===== config.mk =====
export PLATFORM = sky130hd
export DESIGN_NAME = pht_access_ctrl
export DESIGN_NICKNAME = d
export VERILOG_FILES = /design/src/rtl/pht_pkg.sv /design/src/rtl/pht_access_ctrl_upd_fifo.sv /design/src/rtl/pht_access_ctrl.sv
export SDC_FILE = /design/constraint.sdc
export NUM_CORES = 1
export LEC_CHECK = 0
export ABC_AREA = 1
export BUFFER_PORTS_ARGS = -buffer_cell sky130_fd_sc_hd__buf_2
export CORE_ASPECT_RATIO = 0.75
export CORE_MARGIN = 3
export CORE_UTILIZATION = 40
export DETAILED_ROUTE_END_ITERATION = 7
export PLACE_DENSITY = 0.56
export SYNTH_ARGS = -nofsm -noshare
export SYNTH_HDL_FRONTEND = slang
export SYNTH_SLANG_ARGS = --single-unit

===== constraint.sdc =====
create_clock -name clk -period 2.75 [get_ports clk]
set_input_delay 0.275 -clock clk [delete_from_list [all_inputs] [get_ports clk]]
set_output_delay 0.275 -clock clk [all_outputs]
set_load 0.01 [all_outputs]

===== src/rtl/pht_pkg.sv =====
// rtl/pht_pkg.sv - shared types, defaults and counter arithmetic for the PHT access controller
package pht_pkg;

    localparam int HIST_W_DEF = 8;
    localparam int PC_W_DEF   = 8;

    typedef enum logic [1:0] {
        ST_CLEAR  = 2'd0,
        ST_IDLE   = 2'd1,
        ST_UPD_WR = 2'd2
    } pht_state_e;

    typedef logic [1:0] pht_ctr_t;

    // Two-bit saturating counter step: never wraps past strongly taken or strongly not-taken.
    function automatic pht_ctr_t ctr_sat_update(input pht_ctr_t old, input logic taken);
        pht_ctr_t res;
        if (taken) begin
            res = (old == 2'b11) ? old : old + 2'b01;
        end else begin
            res = (old == 2'b00) ? old : old - 2'b01;
        end
        return res;
    endfunction

endpackage


===== src/rtl/pht_access_ctrl_upd_fifo.sv =====
// rtl/pht_access_ctrl_upd_fifo.sv - synchronous update queue holding resolved branches awaiting their RMW
module pht_upd_fifo #(
    parameter int DEPTH = 4,
    parameter int WIDTH = 17
) (
    input  logic             clk,
    input  logic             rst,
    input  logic             push,
    input  logic [WIDTH-1:0] din,
    input  logic             pop,
    output logic [WIDTH-1:0] dout,
    output logic             full,
    output logic             empty
);

    localparam int PTR_W = (DEPTH > 1) ? $clog2(DEPTH) : 1;

    logic [PTR_W-1:0] wr_ptr_q, wr_ptr_d;
    logic [PTR_W-1:0] rd_ptr_q, rd_ptr_d;
    logic [PTR_W:0]   count_q, count_d;
    logic [WIDTH-1:0] mem_q [DEPTH];
    logic             do_push;
    logic             do_pop;

    assign full    = (count_q == (PTR_W + 1)'(DEPTH));
    assign empty   = (count_q == '0);
    assign do_push = push && !full;
    assign do_pop  = pop && !empty;
    assign dout    = mem_q[rd_ptr_q];

    // Pointer and occupancy update; a push and pop in the same cycle leave the count unchanged.
    always_comb begin
        wr_ptr_d = wr_ptr_q;
        rd_ptr_d = rd_ptr_q;
        count_d  = count_q;
        if (do_push) begin
            wr_ptr_d = wr_ptr_q + PTR_W'(1);
        end
        if (do_pop) begin
            rd_ptr_d = rd_ptr_q + PTR_W'(1);
        end
        case ({do_push, do_pop})
            2'b10:   count_d = count_q + (PTR_W + 1)'(1);
            2'b01:   count_d = count_q - (PTR_W + 1)'(1);
            default: count_d = count_q;
        endcase
    end

    // Control state registers; reset discards every queued entry.
    always_ff @(posedge clk) begin
        if (rst) begin
            wr_ptr_q <= '0;
            rd_ptr_q <= '0;
            count_q  <= '0;
        end else begin
            wr_ptr_q <= wr_ptr_d;
            rd_ptr_q <= rd_ptr_d;
            count_q  <= count_d;
        end
    end

    // Entry storage; contents need no reset because occupancy gates every read.
    always_ff @(posedge clk) begin
        if (do_push) begin
            mem_q[wr_ptr_q] <= din;
        end
    end

endmodule


===== src/rtl/pht_access_ctrl.sv =====
// rtl/pht_access_ctrl.sv - gshare-style PHT arbiter: clear sweep, lookups, queued saturating updates
module pht_access_ctrl
    import pht_pkg::*;
#(
    parameter int HIST_W     = HIST_W_DEF,
    parameter int PC_W       = PC_W_DEF,
    parameter int FIFO_DEPTH = 4
) (
    input  logic                   clk,
    input  logic                   rst,
    input  logic                   lk_valid,
    input  logic [PC_W-1:0]        lk_pc,
    output logic                   lk_ready,
    output logic                   pred_valid,
    output logic                   pred_taken,
    output logic [HIST_W-1:0]      pred_bhr,
    input  logic                   upd_valid,
    input  logic [PC_W-1:0]        upd_pc,
    input  logic [HIST_W-1:0]      upd_bhr,
    input  logic                   upd_taken,
    output logic                   upd_ready,
    output logic [HIST_W-1:0]      bhr,
    output logic                   mem_en,
    output logic                   mem_we,
    output logic [HIST_W+PC_W-1:0] mem_addr,
    output logic [1:0]             mem_wdata,
    input  logic [1:0]             mem_rdata,
    output logic                   clearing
);

    localparam int ADDR_W = HIST_W + PC_W;
    localparam int ENT_W  = PC_W + HIST_W + 1;

    pht_state_e          state_q, state_d;
    logic [ADDR_W-1:0]   clr_addr_q, clr_addr_d;
    logic [HIST_W-1:0]   bhr_q, bhr_d;
    logic                pred_valid_q, pred_valid_d;
    logic [HIST_W-1:0]   pred_bhr_q, pred_bhr_d;
    logic [ADDR_W-1:0]   rmw_addr_q, rmw_addr_d;
    logic                rmw_taken_q, rmw_taken_d;

    logic                fifo_push;
    logic                fifo_pop;
    logic [ENT_W-1:0]    fifo_din;
    logic [ENT_W-1:0]    fifo_dout;
    logic                fifo_full;
    logic                fifo_empty;

    logic [PC_W-1:0]     head_pc;
    logic [HIST_W-1:0]   head_bhr;
    logic                head_taken;
    logic                head_rd;
    logic                lk_fire;
    logic                upd_fire;

    // Queue entries are {pc, history, taken}; the head is unpacked for the RMW read.
    assign fifo_din   = {upd_pc, upd_bhr, upd_taken};
    assign head_pc    = fifo_dout[ENT_W-1 -: PC_W];
    assign head_bhr   = fifo_dout[HIST_W:1];
    assign head_taken = fifo_dout[0];

    assign clearing   = rst || (state_q == ST_CLEAR);
    assign upd_ready  = !clearing && !fifo_full;
    assign upd_fire   = upd_valid && upd_ready;
    assign fifo_push  = upd_fire;
    assign lk_fire    = lk_valid && lk_ready;

    assign bhr        = bhr_q;
    assign pred_valid = pred_valid_q;
    assign pred_bhr   = pred_bhr_q;
    assign pred_taken = pred_valid_q && mem_rdata[1];

    pht_upd_fifo #(
        .DEPTH (FIFO_DEPTH),
        .WIDTH (ENT_W)
    ) u_fifo (
        .clk   (clk),
        .rst   (rst),
        .push  (fifo_push),
        .din   (fifo_din),
        .pop   (fifo_pop),
        .dout  (fifo_dout),
        .full  (fifo_full),
        .empty (fifo_empty)
    );

    // FSM state register.
    always_ff @(posedge clk) begin
        if (rst) begin
            state_q <= ST_CLEAR;
        end else begin
            state_q <= state_d;
        end
    end

    // FSM next state: sweep to the last address, then alternate IDLE and UPD_WR per update.
    always_comb begin
        state_d = state_q;
        case (state_q)
            ST_CLEAR: begin
                if (clr_addr_q == '1) begin
                    state_d = ST_IDLE;
                end
            end
            ST_IDLE: begin
                if (head_rd) begin
                    state_d = ST_UPD_WR;
                end
            end
            ST_UPD_WR: state_d = ST_IDLE;
            default:   state_d = ST_CLEAR;
        endcase
    end

    // FSM outputs: one RAM access per cycle; lookups win unless the queue is full.
    always_comb begin
        mem_en    = 1'b0;
        mem_we    = 1'b0;
        mem_addr  = '0;
        mem_wdata = 2'b00;
        lk_ready  = 1'b0;
        fifo_pop  = 1'b0;
        head_rd   = 1'b0;
        case (state_q)
            ST_CLEAR: begin
                mem_en   = 1'b1;
                mem_we   = 1'b1;
                mem_addr = clr_addr_q;
            end
            ST_IDLE: begin
                if (fifo_full) begin
                    head_rd = 1'b1;
                end else begin
                    lk_ready = 1'b1;
                    if (lk_valid) begin
                        mem_en   = 1'b1;
                        mem_addr = {bhr_q, lk_pc};
                    end else if (!fifo_empty) begin
                        head_rd = 1'b1;
                    end
                end
                if (head_rd) begin
                    mem_en   = 1'b1;
                    mem_addr = {head_bhr, head_pc};
                    fifo_pop = 1'b1;
                end
            end
            ST_UPD_WR: begin
                mem_en    = 1'b1;
                mem_we    = 1'b1;
                mem_addr  = rmw_addr_q;
                mem_wdata = ctr_sat_update(mem_rdata, rmw_taken_q);
            end
            default: begin
                mem_en = 1'b0;
            end
        endcase
        // Reset cancels any access still decoded from the old state, including a pending RMW write.
        if (rst) begin
            mem_en   = 1'b0;
            mem_we   = 1'b0;
            lk_ready = 1'b0;
            fifo_pop = 1'b0;
            head_rd  = 1'b0;
        end
    end

    // Datapath next values: sweep address, history shift, prediction tag and RMW target capture.
    always_comb begin
        clr_addr_d   = clr_addr_q;
        bhr_d        = bhr_q;
        pred_valid_d = lk_fire;
        pred_bhr_d   = pred_bhr_q;
        rmw_addr_d   = rmw_addr_q;
        rmw_taken_d  = rmw_taken_q;
        if (state_q == ST_CLEAR) begin
            clr_addr_d = clr_addr_q + ADDR_W'(1);
        end
        if (upd_fire) begin
            bhr_d = {bhr_q[HIST_W-2:0], upd_taken};
        end
        if (lk_fire) begin
            pred_bhr_d = bhr_q;
        end
        if (head_rd) begin
            rmw_addr_d  = {head_bhr, head_pc};
            rmw_taken_d = head_taken;
        end
    end

    // Datapath registers.
    always_ff @(posedge clk) begin
        if (rst) begin
            clr_addr_q   <= '0;
            bhr_q        <= '0;
            pred_valid_q <= 1'b0;
            pred_bhr_q   <= '0;
            rmw_addr_q   <= '0;
            rmw_taken_q  <= 1'b0;
        end else begin
            clr_addr_q   <= clr_addr_d;
            bhr_q        <= bhr_d;
            pred_valid_q <= pred_valid_d;
            pred_bhr_q   <= pred_bhr_d;
            rmw_addr_q   <= rmw_addr_d;
            rmw_taken_q  <= rmw_taken_d;
        end
    end

endmodule


==> impl_metrics.tcl <==
set metrics [dict create \
    status "complete, no violations" \
    drive_gt1_share_pct 20.9 \
    die_area_sq_um 15800 \
    htree_num_levels 4 \
    synth.distinct_cells 41 \
    fp.dieW_um 144 \
    seqCellArea_sq_um 3260 \
    avgSynthCellArea_sq_um 9.05 \
    place_congestion 0.826 \
    grt_pass1_wl_mm 23.0 \
    drc 0 \
    max_stage_delay_ns 0.42 \
    use_met3_pct 4.61 \
    portBuffers 71 \
    vias 4594 \
    antenna_cells 0 \
    antenna_found_initial 0 \
    utilization_pct 49.2 \
    ys_ff_latch 129 \
    post-cts-setup-buffer-count 0 \
    drv_slew 0 \
    drt_iter0_markers 333 \
    area_growth_pct 19.2 \
    wl_per_cell_um 16.2 \
    async_flop_share_pct 0 \
    rsz0062_at_grt "false" \
    boundaryPins 72 \
    drt_pass1_iterations 4 \
    die_h_um 109 \
    cts_max_path_buffers 2 \
    cts_buffers 17 \
    postSynthCellCount 631 \
    finish.instance_area_sq_um 6810 \
    setup_viol 0 \
    clock_sinks 129 \
    synth-edff-count 68 \
    clk_latency_ns 0.41 \
    cap_violations 0 \
    top_usage_layer "met2" \
    crit_fanout 14 \
    cts_tree "yes" \
    crit_slowest_cell "inv_1" \
    synth.top_cell.area_share_pct 35.8 \
    finalSetupTns_ns 0 \
    root_buffer "clkbuf_16" \
    grt-ovfl-total 0 \
    cp.required_ns 2.48 \
    ant_nets 0 \
    grtUsageMet1_pct 26.6 \
    layout_common_cells "nand2_1 (143), buf_2 (71), edfxtp_1 (68)" \
    crit_top_cell "o21ai_0" \
    grt.total_usage_pct 19.1 \
    fin_ws_ns 0.424 \
    clock_skew_ns 0.0133 \
    placement.cell_area_sq_um 6220 \
    rows 37 \
    tightest_slew_ns 0.647 \
    cts.clk_slew.worst_paths_ns 0.06 \
    ys_seq_area_share_pct 57.2 \
    grt_pass1_vias 4411 \
    place_ws_ns 0.624 \
    dp_hpwl_mm 10.1 \
    synth_area_leaders "edfxtp_1 (36%), dfxtp_1 (21%), nand2_1 (9.4%)" \
    holdWs_ns 0.0758 \
    core_sq_um 13800 \
    final_nets 745 \
    ir_drop_v 0.000446 \
    ys_warn_count 0 \
    holdBufCountCts 0 \
    ys_dominant_reg_cell "edfxtp_1" \
    powerDensity_nw_per_um2 643 \
    routed_via_density 5.14 \
    synth_top_cell_by_area "edfxtp_1" \
    netlist_area_sq_um 5710 \
    path_class "flip-flop to output port" \
    cts_resized 0 \
    num-fill-cells 1332 \
    relSlewSlack_pct 56.4 \
    fmax_mhz 430 \
    final_common_cell "nand2_1" \
    grt_max_degree 33 \
    cp-end-kind "output port" \
    multi_input_area_sq_um 2050 \
    met2_usage_pct 30.3 \
    p_leak_nw 2.74 \
    drt_wl_total_mm 14.5 \
    syn-num-nets 669 \
    period_needed_ns 2.33 \
    cp-start-kind "flip-flop" \
    post-route-period-util_pct 84.6 \
    hold_viol_final 0 \
    path_cells "inv_1 > o21ai_0 > o22ai_1 > o21ai_0 > nand3_1 > buf_2" \
    start_util_pct 41.2 \
    hold_path_class "input port to flip-flop" \
    cp.arrival_ns 2.05 \
]
critical path: cells and delay by family (launching register included):
kind                   cells  cell delay, ns
AND/OR/NAND/NOR            1            0.13
flip-flops                 1            0.38
AO/OA/AOI/OAI              3            0.57
buffers and inverters      2            0.57
power breakdown:
group / internal (W) / switching [W] / total, W
sequential: 0.00203 / 0.00000408 / 0.00203
combinational: 0.0000352 / 0.0000581 / 0.0000933
clock: 0.00142 / 0.000836 / 0.00225
cell usage after synthesis, types with 3 or more instances:
cell      number
nand3_1       47
nand2_2        5
nand2_1      143
buf_6          5
a21oi_1       36
nor2_1        65
o22ai_1        9
o21ai_2        3
ha_1           6
nand3_2        3
nor3_1         3
o21ai_1        5
clkbuf_1       6
edfxtp_1      68
nor2_4         4
o21ai_0       49
inv_1         55
dfxtp_1       61
o21bai_1       7
nor2_2         7
buf_2         12
a21oi_2        4
inv_2          4
sequential cells by signal (all words and copies together), names as in the netlist, named ones only:
name and cells:
u_fifo.wr_ptr_q 2, rmw_addr_q 16, pred_valid 1, rmw_taken_q 1, u_fifo.mem_q 68, pred_bhr 8
clr_addr_q 16, state_q 2, u_fifo.count_q 3, u_fifo.rd_ptr_q 2, bhr 8
routing by layer:
layer  vias to the layer above  wire length [um]  part of all wire [%]
met5                         -                 0                     0
li1                       2257                 -                     -
met3                        11               700                   4.8
met4                         0               138                  0.95
met2                       108              6580                    45
met1                      2218              7090                    49
final cells by class:
type,instances,area share (%)
multi-input cells,414,30.1
well taps,175,3.22
clock inverters,14,2.43
repair buffers,83,6.54
clock buffers,17,6.25
inverters,62,3.47
flip-flops and latches,129,47.9
final timing paths:
path	cells past startpoint	start	slack, ns	endpoint
worst max-delay path	6	flip-flop	0.42	mem_addr[11]
worst min-delay path	1	upd_bhr[1]	0.08	u_fifo.mem_q[1][2]
worst max register to register	11	state_q[0]	0.59	u_fifo.count_q[2]
worst min register to register	2	rmw_addr_q[7]	0.48	rmw_addr_q[7]
kinds of logic after synthesis:
group,synth area share (%)
flip-flops,57.2
buffers and inverters,6.90
AND/OR/NAND/NOR,22.1
AO/OA/AOI/OAI,12.2
adder cells (fa/ha/maj),1.67
metrics by stage:
stage / instances / power, W
after floorplan: 631 / 0.00212
after global placement: 863 / 0.00216
after detailed placement: 863 / 0.00217
after CTS: 894 / 0.00441
after global routing: 894 / 0.00451
final: 894 / 0.00438
No activity file was read; power rests on OpenSTA's default activity.
